### src/rtl/score_disp_pkg.sv
// Shared types and constants for the score display slice.
//   conv_state_t : conversion FSM states (IDLE/SHIFT/COMMIT)
//   BIN_W        : width of the clamped binary score
//   NUM_DIGITS   : number of BCD digits / display positions
//   MAX_SCORE    : largest displayable score
//   SEG_*        : active-low segment patterns {g,f,e,d,c,b,a}
//   seg_decode() : BCD nibble -> segment pattern (blank for >9)
//   clamp_score(): two's complement score -> displayable binary
package score_disp_pkg;

  typedef enum logic [1:0] {
    IDLE   = 2'd0,
    SHIFT  = 2'd1,
    COMMIT = 2'd2
  } conv_state_t;

  localparam int BIN_W      = 14;
  localparam int NUM_DIGITS = 4;
  localparam int BCD_W      = 4 * NUM_DIGITS;

  localparam logic [BIN_W-1:0] MAX_SCORE = 14'd9999;
  // Index of the final double-dabble iteration.
  localparam logic [3:0]       ITER_LAST = 4'(BIN_W - 1);

  localparam logic [6:0] SEG_BLANK = 7'h7F;
  localparam logic [6:0] SEG_0     = 7'h40;
  localparam logic [6:0] SEG_1     = 7'h79;
  localparam logic [6:0] SEG_2     = 7'h24;
  localparam logic [6:0] SEG_3     = 7'h30;
  localparam logic [6:0] SEG_4     = 7'h19;
  localparam logic [6:0] SEG_5     = 7'h12;
  localparam logic [6:0] SEG_6     = 7'h02;
  localparam logic [6:0] SEG_7     = 7'h78;
  localparam logic [6:0] SEG_8     = 7'h00;
  localparam logic [6:0] SEG_9     = 7'h10;

  function automatic logic [6:0] seg_decode(input logic [3:0] d);
    logic [6:0] s;
    case (d)
      4'd0:    s = SEG_0;
      4'd1:    s = SEG_1;
      4'd2:    s = SEG_2;
      4'd3:    s = SEG_3;
      4'd4:    s = SEG_4;
      4'd5:    s = SEG_5;
      4'd6:    s = SEG_6;
      4'd7:    s = SEG_7;
      4'd8:    s = SEG_8;
      4'd9:    s = SEG_9;
      default: s = SEG_BLANK;
    endcase
    return s;
  endfunction

  // Negative scores show as 0, anything past 9999 saturates.
  function automatic logic [BIN_W-1:0] clamp_score(input logic [31:0] s);
    logic [BIN_W-1:0] c;
    if (s[31])
      c = '0;
    else if (s > 32'(MAX_SCORE))
      c = MAX_SCORE;
    else
      c = s[BIN_W-1:0];
    return c;
  endfunction

endpackage

### src/rtl/bin2bcd_serial.sv
// Serial double-dabble binary-to-BCD converter.
//   clock, ctrl_reset_n : clock / async active-low reset
//   start               : convert bin (accepted only while idle)
//   bin                 : BIN_W-bit binary value
//   bcd                 : BCD accumulator; final result is valid while done
//   busy                : high from the accept edge until the commit edge
//   done                : one cycle, the COMMIT state
module bin2bcd_serial
  import score_disp_pkg::*;
(
  input  logic             clock,
  input  logic             ctrl_reset_n,
  input  logic             start,
  input  logic [BIN_W-1:0] bin,
  output logic [BCD_W-1:0] bcd,
  output logic             busy,
  output logic             done
);

  conv_state_t      state, state_nxt;
  logic [BIN_W-1:0] bin_sr;
  logic [BCD_W-1:0] bcd_acc;
  logic [BCD_W-1:0] bcd_adj;
  logic [3:0]       iter;

  // Add-3 correction on every nibble that would overflow past 9 once doubled.
  for (genvar g = 0; g < NUM_DIGITS; g++) begin : g_adj
    assign bcd_adj[4*g +: 4] = (bcd_acc[4*g +: 4] >= 4'd5) ?
                               bcd_acc[4*g +: 4] + 4'd3 : bcd_acc[4*g +: 4];
  end

  always_ff @(posedge clock or negedge ctrl_reset_n) begin
    if (!ctrl_reset_n) state <= IDLE;
    else               state <= state_nxt;
  end

  always_comb begin
    state_nxt = state;
    case (state)
      IDLE:    if (start) state_nxt = SHIFT;
      SHIFT:   if (iter == ITER_LAST) state_nxt = COMMIT;
      COMMIT:  state_nxt = IDLE;
      default: state_nxt = IDLE;
    endcase
  end

  always_comb begin
    busy = (state != IDLE);
    done = (state == COMMIT);
  end

  always_ff @(posedge clock or negedge ctrl_reset_n) begin
    if (!ctrl_reset_n) begin
      bin_sr  <= '0;
      bcd_acc <= '0;
      iter    <= '0;
    end else begin
      case (state)
        IDLE: if (start) begin
          bin_sr  <= bin;
          bcd_acc <= '0;
          iter    <= '0;
        end
        SHIFT: begin
          // Top bit of bcd_adj is always 0 for inputs <= 9999.
          {bcd_acc, bin_sr} <= {bcd_adj[BCD_W-2:0], bin_sr, 1'b0};
          iter              <= iter + 4'd1;
        end
        default: ;
      endcase
    end
  end

  assign bcd = bcd_acc;

endmodule

### src/rtl/score_bcd_display.sv
// Score register to 4-digit multiplexed 7-segment display.
//   SCAN_DIV     : cycles each digit stays lit (>= 2)
//   clock        : processor clock
//   ctrl_reset_n : async active-low reset
//   score_in     : 32-bit two's complement score, sampled every cycle
//   bcd_out      : committed BCD value {thousands,hundreds,tens,ones}
//   busy         : conversion in progress
//   seg_n        : active-low segments {g,f,e,d,c,b,a}
//   an_n         : active-low digit enables, bit 0 = ones
module score_bcd_display
  import score_disp_pkg::*;
#(
  parameter int SCAN_DIV = 50000
) (
  input  logic        clock,
  input  logic        ctrl_reset_n,
  input  logic [31:0] score_in,
  output logic [15:0] bcd_out,
  output logic        busy,
  output logic [6:0]  seg_n,
  output logic [3:0]  an_n
);

  localparam int               CNT_W     = $clog2(SCAN_DIV);
  localparam logic [CNT_W-1:0] SCAN_LAST = CNT_W'(SCAN_DIV - 1);

  logic [BIN_W-1:0] clamped;
  logic [BIN_W-1:0] last_val;
  logic             start;
  logic             conv_busy;
  logic             conv_done;
  logic [BCD_W-1:0] conv_bcd;

  logic [CNT_W-1:0] scan_cnt;
  logic [1:0]       digit, digit_nxt;
  logic [BCD_W-1:0] bcd_nxt;
  logic [NUM_DIGITS-1:0] lit;
  logic             seen;
  logic [3:0]       nib;
  logic [6:0]       seg_nxt;
  logic [3:0]       an_nxt;

  assign clamped = clamp_score(score_in);
  assign start   = (clamped != last_val);

  // The converter only accepts start while idle, so last_val is latched on
  // the same edge; changes during a conversion are picked up afterwards.
  always_ff @(posedge clock or negedge ctrl_reset_n) begin
    if (!ctrl_reset_n)           last_val <= '0;
    else if (start && !conv_busy) last_val <= clamped;
  end

  bin2bcd_serial u_conv (
    .clock        (clock),
    .ctrl_reset_n (ctrl_reset_n),
    .start        (start),
    .bin          (clamped),
    .bcd          (conv_bcd),
    .busy         (conv_busy),
    .done         (conv_done)
  );

  assign busy = conv_busy;

  always_ff @(posedge clock or negedge ctrl_reset_n) begin
    if (!ctrl_reset_n)  bcd_out <= '0;
    else if (conv_done) bcd_out <= conv_bcd;
  end

  // Scan runs freely; a new bcd_out never restarts it.
  always_ff @(posedge clock or negedge ctrl_reset_n) begin
    if (!ctrl_reset_n) begin
      scan_cnt <= '0;
      digit    <= '0;
    end else begin
      scan_cnt <= (scan_cnt == SCAN_LAST) ? '0 : scan_cnt + 1'b1;
      digit    <= digit_nxt;
    end
  end

  assign digit_nxt = (scan_cnt == SCAN_LAST) ? digit + 2'd1 : digit;
  assign bcd_nxt   = conv_done ? conv_bcd : bcd_out;

  // A digit is lit if it or any higher digit is non-zero; ones always lit.
  always_comb begin
    lit  = '0;
    seen = 1'b0;
    for (int i = NUM_DIGITS - 1; i >= 0; i--) begin
      seen   = seen | (bcd_nxt[4*i +: 4] != 4'd0);
      lit[i] = seen | (i == 0);
    end
  end

  // Display registers are fed from the next-cycle digit and value so they
  // change on the same edge as digit / bcd_out.
  always_comb begin
    nib     = bcd_nxt[{digit_nxt, 2'b00} +: 4];
    seg_nxt = lit[digit_nxt] ? seg_decode(nib) : SEG_BLANK;
    an_nxt  = ~(4'b0001 << digit_nxt);
  end

  always_ff @(posedge clock or negedge ctrl_reset_n) begin
    if (!ctrl_reset_n) begin
      seg_n <= SEG_0;
      an_n  <= 4'b1110;
    end else begin
      seg_n <= seg_nxt;
      an_n  <= an_nxt;
    end
  end

endmodule
### config.mk
export PLATFORM = sky130hd
export DESIGN_NAME = score_bcd_display
export DESIGN_NICKNAME = d
export VERILOG_FILES = /design/src/rtl/score_disp_pkg.sv /design/src/rtl/bin2bcd_serial.sv /design/src/rtl/score_bcd_display.sv
export SDC_FILE = /design/constraint.sdc
export NUM_CORES = 1
export LEC_CHECK = 0
export CORE_ASPECT_RATIO = 1.1
export CORE_MARGIN = 4
export CORE_UTILIZATION = 30
export DETAILED_ROUTE_END_ITERATION = 8
export GPL_ROUTABILITY_DRIVEN = 0
export REMOVE_ABC_BUFFERS = 1
export SETUP_SLACK_MARGIN = 0.3
export SLEW_MARGIN = 5
export SYNTH_ARGS = -nofsm -noshare
export SYNTH_HDL_FRONTEND = slang
export SYNTH_SLANG_ARGS = --single-unit
### constraint.sdc
create_clock -name clock -period 3.5 [get_ports clock]
set_input_delay 0.35 -clock clock [delete_from_list [all_inputs] [get_ports clock]]
set_output_delay 0.35 -clock clock [all_outputs]
set_load 0.01 [all_outputs]
# Word level (Yosys, flattened, before mapping)
# Memory sizes are Yosys's and may differ from the RTL's.
# Cells that the tools add are included.
# classes
add_sub_neg	7
n_mul	0
n_div	0
order_cmp	6
eq_ne	7
n_shift	2
mux	21
bitwise	3
reduce_logical	10
# op_table
op	n
$mux 16	3
$mux 14	3
$gt 32x14->1 const B	1
$pmux 16 s2	1
$pmux 14 s2	1
$add 16x1->16 const B	1
$eq 16x16->1 const B	1
$ge 4x3->1 const B	4
$mux 4	4
$shiftx 16x5->4	1
$ne 14x14->1	1
$add 4x2->4 const B	3
$reduce_bool 4->1	3
$pmux 4 s2	1
$mux 7	1
$mux 2	3
$add 4x1->4 const B	1
$eq 4x4->1 const B	1
$not 4->4	1
$pmux 2 s2	1
$reduce_and 2->1	2
$reduce_bool 2->1	2
$shl 1x2->4 const A	1
$add 3x2->3 const B	1
other kinds (13)	14
# word_totals
ff_bits	95
latchBits	0
ram_bits	0
mem_bits_ro	112
n_memories	1
# mem_list
name	words	width	read_ports	rd_clocked_by_memory_dff	write_ports	line_no	text
(no name shown)	16	7	1	0	0	score_disp_pkg.sv:39	case (d)

# Logic depth before layout (Yosys ltp)
# Gate-level depths: netlist of the first run.
# logic_depth
ltp_word	8
mapped_depth	13
depth_no_buf	11

# Hierarchy
# A second synthesis of the first run with hierarchy kept.
# unflattened
cells_unflattened	531
area_unflattened_um2	5475.3
# by_module_without_submodules
mod	instances	cells_per_inst	area_per_inst_um2	seq_area_each_um2
score_bcd_display	1	341	3567.2	1481.4
bin2bcd_serial	1	190	1908.1	900.9

# Worst setup path after synthesis of the first run
# No wires, ideal clock.
# synth_timing
path_kind	input -> register
startpoint	in score_in[22]
endpoint	reg u_conv.bin_sr[13]
setup_ns	0.126
t_arrival_ns	3.079
t_required_ns	3.374
slack_ns	0.295
path_stages	11
n_path_buf	3
path_cell_list	or4_1 > or3b_1 > buf_2 > or3_1 > buf_6 > or2_4 > a221oi_2 > and3_4 > buf_6 > nor2_4 > a221o_1
# synth_via
elab_chain_cells	6
elab_cells_between_ends	8
classes_between	order compare: 1; eq/ne: 2; mux: 4; reduce/logical: 1
# synth_lines
item	line_no	text
start: declaration	score_bcd_display.sv:17	input logic [31:0] score_in,
$gt 32x14->1 *	score_disp_pkg.sv:60	else if (s > 32'(MAX_SCORE))
$mux 14 *	score_disp_pkg.sv:60	
$mux 14 *	score_disp_pkg.sv:58	if (s[31])
$ne 14x14->1	score_bcd_display.sv:44	assign start = (clamped != last_val);
$ne 2x2->1 (no source line)	-	
$reduce_and 2->1 (no source line)	-	
end signal: assignment	bin2bcd_serial.sv:60	bin_sr <= bin;
end signal: assignment	bin2bcd_serial.sv:66	{bcd_acc, bin_sr} <= {bcd_adj[BCD_W-2:0], bin_sr, 1'b0};
end: declaration	bin2bcd_serial.sv:21	logic [BIN_W-1:0] bin_sr;
# Every way passes the cells marked *; elsewhere a longest branch is shown, timed or not. The select of a mux whose other input is x is not followed.
# A chain may end at the register's enable or synchronous reset.

# Final worst setup path of the first run
# layout_timing
startpoint	in score_in[25]
endpoint	reg u_conv.bin_sr[6]
# The elaborated chain is that of the path after synthesis.

==> results of run 1 <==
==> synth_stat cells (all sizes together), types with 8 or more instances <==
library cell	instances	area, um2
nor3	13	70.07
nand2	27	101.4
and3	10	67.56
nand3	8	40.04
o21ai	33	165.2
xor2	14	122.6
and2	10	62.56
nand2b	9	56.30
a21oi	23	115.1
nor2	55	214.0
a22o	13	113.9
ha	16	200.2
clkbuf	17	63.81
inv	20	75.07
nor2b	10	62.56
nor3b	8	60.06
a221o	13	130.1
dfrtp	91	2277
mux2	10	112.6
xnor2	16	140.1
buf	11	88.83
==> registers in the layout, summed over array words and instances (netlist names) <==
signal	count
an_n	4
bcd_out	16
digit	2
last_val	14
scan_cnt	16
seg_n	7
u_conv.bcd	16
u_conv.bin_sr	14
u_conv.iter	4
u_conv.state	2
==> worst max path at each step <==
stage / start / to / slack [ps]
floorplan: score_in[22] / u_conv.iter[0] / 160
global placement: score_in[22] / u_conv.bin_sr[9] / -150
detailed placement: score_in[22] / u_conv.bin_sr[4] / -160
CTS: score_in[22] / u_conv.bin_sr[8] / 310
global route: score_in[25] / u_conv.bin_sr[11] / 290
finish: score_in[25] / u_conv.bin_sr[6] / 360
==> metrics by stage <==
stage               utilization [%]  hold slack [ps]  TNS (ps)  area [um2]
floorplan                         -            54.41         0        5029
global placement              36.02            366.4     -3815        6130
detailed placement            36.02            370.8     -3567        6130
CTS                           37.99            468.2         0        6464
global route                  38.88            492.6         0        6616
finish                        38.88            465.2         0        6616
==> layer usage <==
| layer | GRT usage (%) | wire length [um] | part of all wire, % |
|---|---|---|---|
| met3 | 3.043 | 481 | 3.9 |
| met5 | 0 | 0 | 0 |
| met2 | 20.38 | 5955 | 48 |
| met1 | 16.94 | 5741 | 46 |
| met4 | 4.372 | 174 | 1.4 |
==> area by class of cell <==
type	count	area (um2)
Multi-Input combinational cell	373	2648
Clock inverter	4	53.80
Clock buffer	12	256.5
Inverter	20	75.07
Sequential cell	95	2382
Tap cell	234	292.8
Fill cell	1685	10400
Timing Repair Buffer	94	908.4
==> power by group through the flow <==
stage | Sequential [mW] | Clock (mW) | Combinational [mW]
after floorplan | 1.69 | 0 | 1.19
after global placement | 1.74 | 0 | 1.77
after detailed placement | 1.76 | 0 | 1.84
after CTS | 1.74 | 1.03 | 1.85
after global routing | 1.79 | 1.08 | 2.14
final | 1.74 | 1.01 | 1.90
==> kinds of logic (layout without fill, tap and decap cells) <==
family / count (synthesis) / in the layout / synth area share, %
flip-flops: 95 / 95 / 45.98
buffers and inverters: 48 / 130 / 4.395
AND/OR/NAND/NOR: 178 / 179 / 18.38
multiplexers: 20 / 20 / 5.071
XOR/XNOR: 30 / 30 / 5.071
adder cells (fa/ha/maj): 17 / 17 / 4.057
AO/OA/AOI/OAI: 127 / 127 / 17.05
==> worst register-to-register path: stages (launching register included) <==
cell,delay [ps]
dfrtp_1,370
ha_1,190
and3_1,260
and4_1,280
buf_4,250
or3b_2,460
a21oi_1,190
a221oi_2,100
ha_1,310
nand2_1,70
o21ai_0,90
o21ai_0,200
==> repair_timing <==
item	CTS	global route
endpoints found under the setup margin	28	39
endpoints found under the hold margin	27	0
hold buffers	1	0
setup buffers	1	5
pin swaps	1	18
resized for setup	2	29
cloned	0	2
==> flow_summary_export.csv, run 1 <==
group,metric,value,unit
status,status,"completed",
layout,mostFrequentLayoutCells,"dfrtp_1, clkdlybuf4s50_1, nor2_1, o21ai_0, nand2_1",
setup_path,critPathLaunchType,"input port",
sta,drv_slew,0,
floorplan,die_w,133.3,um
sta,fin_ws,356.0,ps
yosys,synth-edff-count,0,
route,wl_per_cell,14.85,um
route,routed-via-count,4189,
floorplan,fp-row-count,50,
clocking,cts_sinks,95,
clocking,clockBufferDepth,2,
sta,setup_viol,0,
floorplan,start_util,30.45,%
sta,rsz0062_at_grt,"no",
power,vdd_drop_max,0.2946,mV
floorplan,die_y,145.8,um
min_path,min_path_type,"reg2reg",
power,pwr-share-clk,21.6,%
power,power,4.650,mW
yosys,syn_area_per_cell,10.06,um2
grt,antenna_found_initial,0,
clocking,root_buffer,"clkbuf_16",
setup_path,max_stage_delay,440,ps
clocking,cts_tree,"done",
layout,nets,643,
power,switchingPower,1.682,mW
setup_path,rrSetupSlack,640,ps
setup_path,cpMaxStageDelayCell,"or3_4",
yosys,yosysWarnings,0,
clocking,cts_inserted_buffers,9,
yosys,ys_seq_elements,95,
power,powerDensity,702.8,nW/um2
sta,hold_viol,0,
floorplan,ios,62,
yosys,seq_area_frac_synth,45.98,%
place,dp_cells,807,
setup_path,reg2regPathDepth,11,
power,seqPwrFrac,37.5,%
grt,grt_pass1_vias,4169,
yosys,yosysUniqueCellTypes,68,
route,drtAntennaViolNets,0,
route,firstDrtPassIters,5,
grt,grt_max_degree,43,
power,combPwrFrac,40.9,%
setup_path,path_buf_inv,2,
clocking,htreeDepth,3,
yosys,async_reset_ff_share,100.0,%
sta,fin_skew,9.340,ps
setup_path,cp_cell_sequence,"clkdlybuf4s50_1, or4_4, or3b_4, or3_4, a32oi_1, a2111oi_4, and3_4, o21a_2, clkbuf_4, a221o_1",
grt,grt_pass1_wl,20550,um
sta,fin_crit_sh,89.83,%
setup_path,cpLargestDelayFamily,"simple AND/OR/NAND/NOR gates",
grt,grt_overflow,0,
sta,worstMarginPinSlew,745.4,ps
place,hpwl,9014,um
layout,drive_gt1_share,14.21,%
sta,finalCriticalPeriod,3144,ps
job,drv_cap,0,
floorplan,dieArea,19440,um2
yosys,syn-instance-count,515,
setup_path,r2r_end,"seg_n[3]",
min_path,hold-path-cell-count,1,
place,portBuffers,61,
setup_path,critPathRequiredTime,3730,ps
setup_path,crit_cells,10,
sta,slew_headroom,50.31,%
setup_path,r2r_start,"scan_cnt[0]",
setup_path,arrival,3370,ps
min_path,hold_end,"scan_cnt[0]",
clocking,clkSlewWorstSetupHoldPaths,70,ps
route,drc,0,
layout,area_growth,27.70,%
yosys,synth_ff_type,"dfrtp_1",
layout,final_common_cell,"dfrtp_1",
place,place_ws,-157.6,ps
clocking,clk_latency,350,ps
setup_path,endpoint_kind,"flop",
setup_path,cp_max_fo,8,
layout,final-instance-count-excl-fill,832,
route,wirelength,12350,um
setup_path,worstSetupPathType,"in2reg",
min_path,hp-start,"scan_cnt[0]",
sta,max_freq,318.1,MHz
route,viasPerCell,5.035,
layout,antenna_cells,0,
route,drt_first_iter_violations,177,
yosys,synth.cell_area,5181,um2
power,netSwitchingFraction,36.18,%
power,power_leakage,2.940,nW
grt,grt_usage,12.74,%
power,intPower,2.967,mW
floorplan,core_area,17020,um2
Note: power is estimated with default switching activity, not from simulation.
==> run 2: changes to the inputs <==
CTS_CLUSTER_DIAMETER = 60   (was unset)
SKIP_CTS_REPAIR_TIMING = 1   (was unset)
==> flow_summary_export.csv, run 2 (synthesized netlist as in run 1, its figures left out) <==
group,metric,value,unit
floorplan,fp-row-count,50,
setup_path,max_stage_delay,440,ps
sta,whs,-28.01,ps
status,status,"finished, violations left",
layout,mostFrequentLayoutCells,"dfrtp_1, clkdlybuf4s50_1, nor2_1, o21ai_0, nand2_1",
floorplan,dieArea,19440,um2
grt,grt_max_degree,43,
setup_path,path_buf_inv,3,
floorplan,core_area,17020,um2
route,routed-via-count,4192,
layout,drive_gt1_share,13.80,%
route,wl_per_cell,14.78,um
power,vdd_drop_max,0.2958,mV
setup_path,arrival,3370,ps
grt,grt_pass1_vias,4170,
floorplan,start_util,30.45,%
clocking,clk_latency,350,ps
sta,setup_viol,0,
route,drt_first_iter_violations,178,
power,power,4.655,mW
place,portBuffers,61,
grt,grt_usage,12.71,%
sta,fin_ws,360.1,ps
setup_path,rrSetupSlack,640,ps
sta,drv_slew,0,
setup_path,critPathRequiredTime,3730,ps
clocking,clkSlewWorstSetupHoldPaths,60,ps
place,place_ws,-157.6,ps
setup_path,cp_max_fo,8,
power,combPwrFrac,40.9,%
sta,fin_crit_sh,89.71,%
grt,grt_pass1_wl,20510,um
clocking,cts_tree,"done",
setup_path,worstSetupPathType,"in2reg",
grt,grt_overflow,0,
setup_path,cpMaxStageDelayCell,"or3_4",
floorplan,die_y,145.8,um
route,wirelength,12240,um
setup_path,critPathLaunchType,"input port",
floorplan,ios,62,
layout,area_growth,27.17,%
job,drv_cap,0,
sta,finalCriticalPeriod,3140,ps
setup_path,reg2regPathDepth,11,
layout,final_common_cell,"dfrtp_1",
sta,slew_headroom,48.70,%
setup_path,endpoint_kind,"flop",
clocking,cts_inserted_buffers,9,
sta,fin_skew,7.794,ps
sta,worstMarginPinSlew,769.5,ps
setup_path,r2r_start,"scan_cnt[0]",
route,firstDrtPassIters,4,
clocking,root_buffer,"clkbuf_16",
route,drc,0,
power,seqPwrFrac,37.5,%
power,powerDensity,706.4,nW/um2
layout,fillers,1681,
sta,hold_viol,36,
layout,fin_util,38.72,%
power,netSwitchingFraction,36.17,%
setup_path,cp_cell_sequence,"clkdlybuf4s50_1, or4_4, or3b_4, or3_4, buf_6, a32oi_4, a2111oi_4, and3_4, o21a_4, buf_6, a221o_1",
setup_path,path_common_cell,"buf_6",
place,hpwl,9014,um
min_path,min_path_type,"in2async",
setup_path,r2r_end,"seg_n[3]",
sta,rsz0062_at_grt,"no",
setup_path,cpLargestDelayFamily,"simple AND/OR/NAND/NOR gates",
route,drtAntennaViolNets,0,
power,power_leakage,2.918,nW
power,intPower,2.971,mW
power,pwr-share-clk,21.7,%
grt,antenna_found_initial,0,
clocking,cts_sinks,95,
status,violations,"hold timing",
sta,max_freq,318.5,MHz
layout,nets,639,
clocking,clockBufferDepth,2,
floorplan,die_w,133.3,um
clocking,htreeDepth,3,
route,viasPerCell,5.063,
power,switchingPower,1.684,mW
layout,antenna_cells,0,
==> run 2: metal layers <==
| layer | wire length [um] | part of all wire (%) | track usage (%) |
|---|---|---|---|
| met1 | 5661 | 46 | 16.86 |
| met5 | 0 | 0 | 0 |
| met3 | 526 | 4.3 | 3.181 |
| met2 | 5855 | 48 | 20.25 |
| met4 | 191 | 1.6 | 4.424 |
==> run 2: through the flow <==
| stage | setup TNS (ps) | cell area, um2 | instances |
|---|---|---|---|
| floorplan | 0 | 5029 | 487 |
| global placement | -3815 | 6130 | 807 |
| detailed placement | -3567 | 6130 | 807 |
| CTS | 0 | 6440 | 823 |
| global route | 0 | 6589 | 828 |
| finish | 0 | 6589 | 828 |
==> run 2: final cells by class <==
type	instances	area [um2]	area share, %
clock buffers	12	256.5	3.893
clock inverters	4	53.80	0.8166
inverters	20	75.07	1.139
multi-input cells	372	2653	40.26
flip-flops and latches	95	2382	36.16
well taps	234	292.8	4.444
repair buffers	91	875.8	13.29
==> run 2: how the worst max path moves through the flow <==
stage | from | endpoint | slack [ps] | depth (start not counted)
after floorplan | score_in[22] | u_conv.iter[0] | 160 | 8
final | score_in[25] | u_conv.bin_sr[11] | 360 | 11
after global placement | score_in[22] | u_conv.bin_sr[9] | -150 | 10
after detailed placement | score_in[22] | u_conv.bin_sr[4] | -160 | 9
after global routing | score_in[25] | u_conv.bin_sr[11] | 300 | 11
after CTS | score_in[22] | u_conv.bin_sr[8] | 200 | 10
==> run 2: power by group through the flow <==
| stage | combinational, mW | sequential (mW) | clock [mW] |
|---|---|---|---|
| 2_1_floorplan | 1.19 | 1.69 | 0 |
| 3_3_place_gp | 1.77 | 1.74 | 0 |
| 3_5_place_dp | 1.84 | 1.76 | 0 |
| 4_1_cts | 1.85 | 1.74 | 1.03 |
| 5_1_grt | 2.14 | 1.79 | 1.08 |
| 6_report | 1.90 | 1.74 | 1.01 |
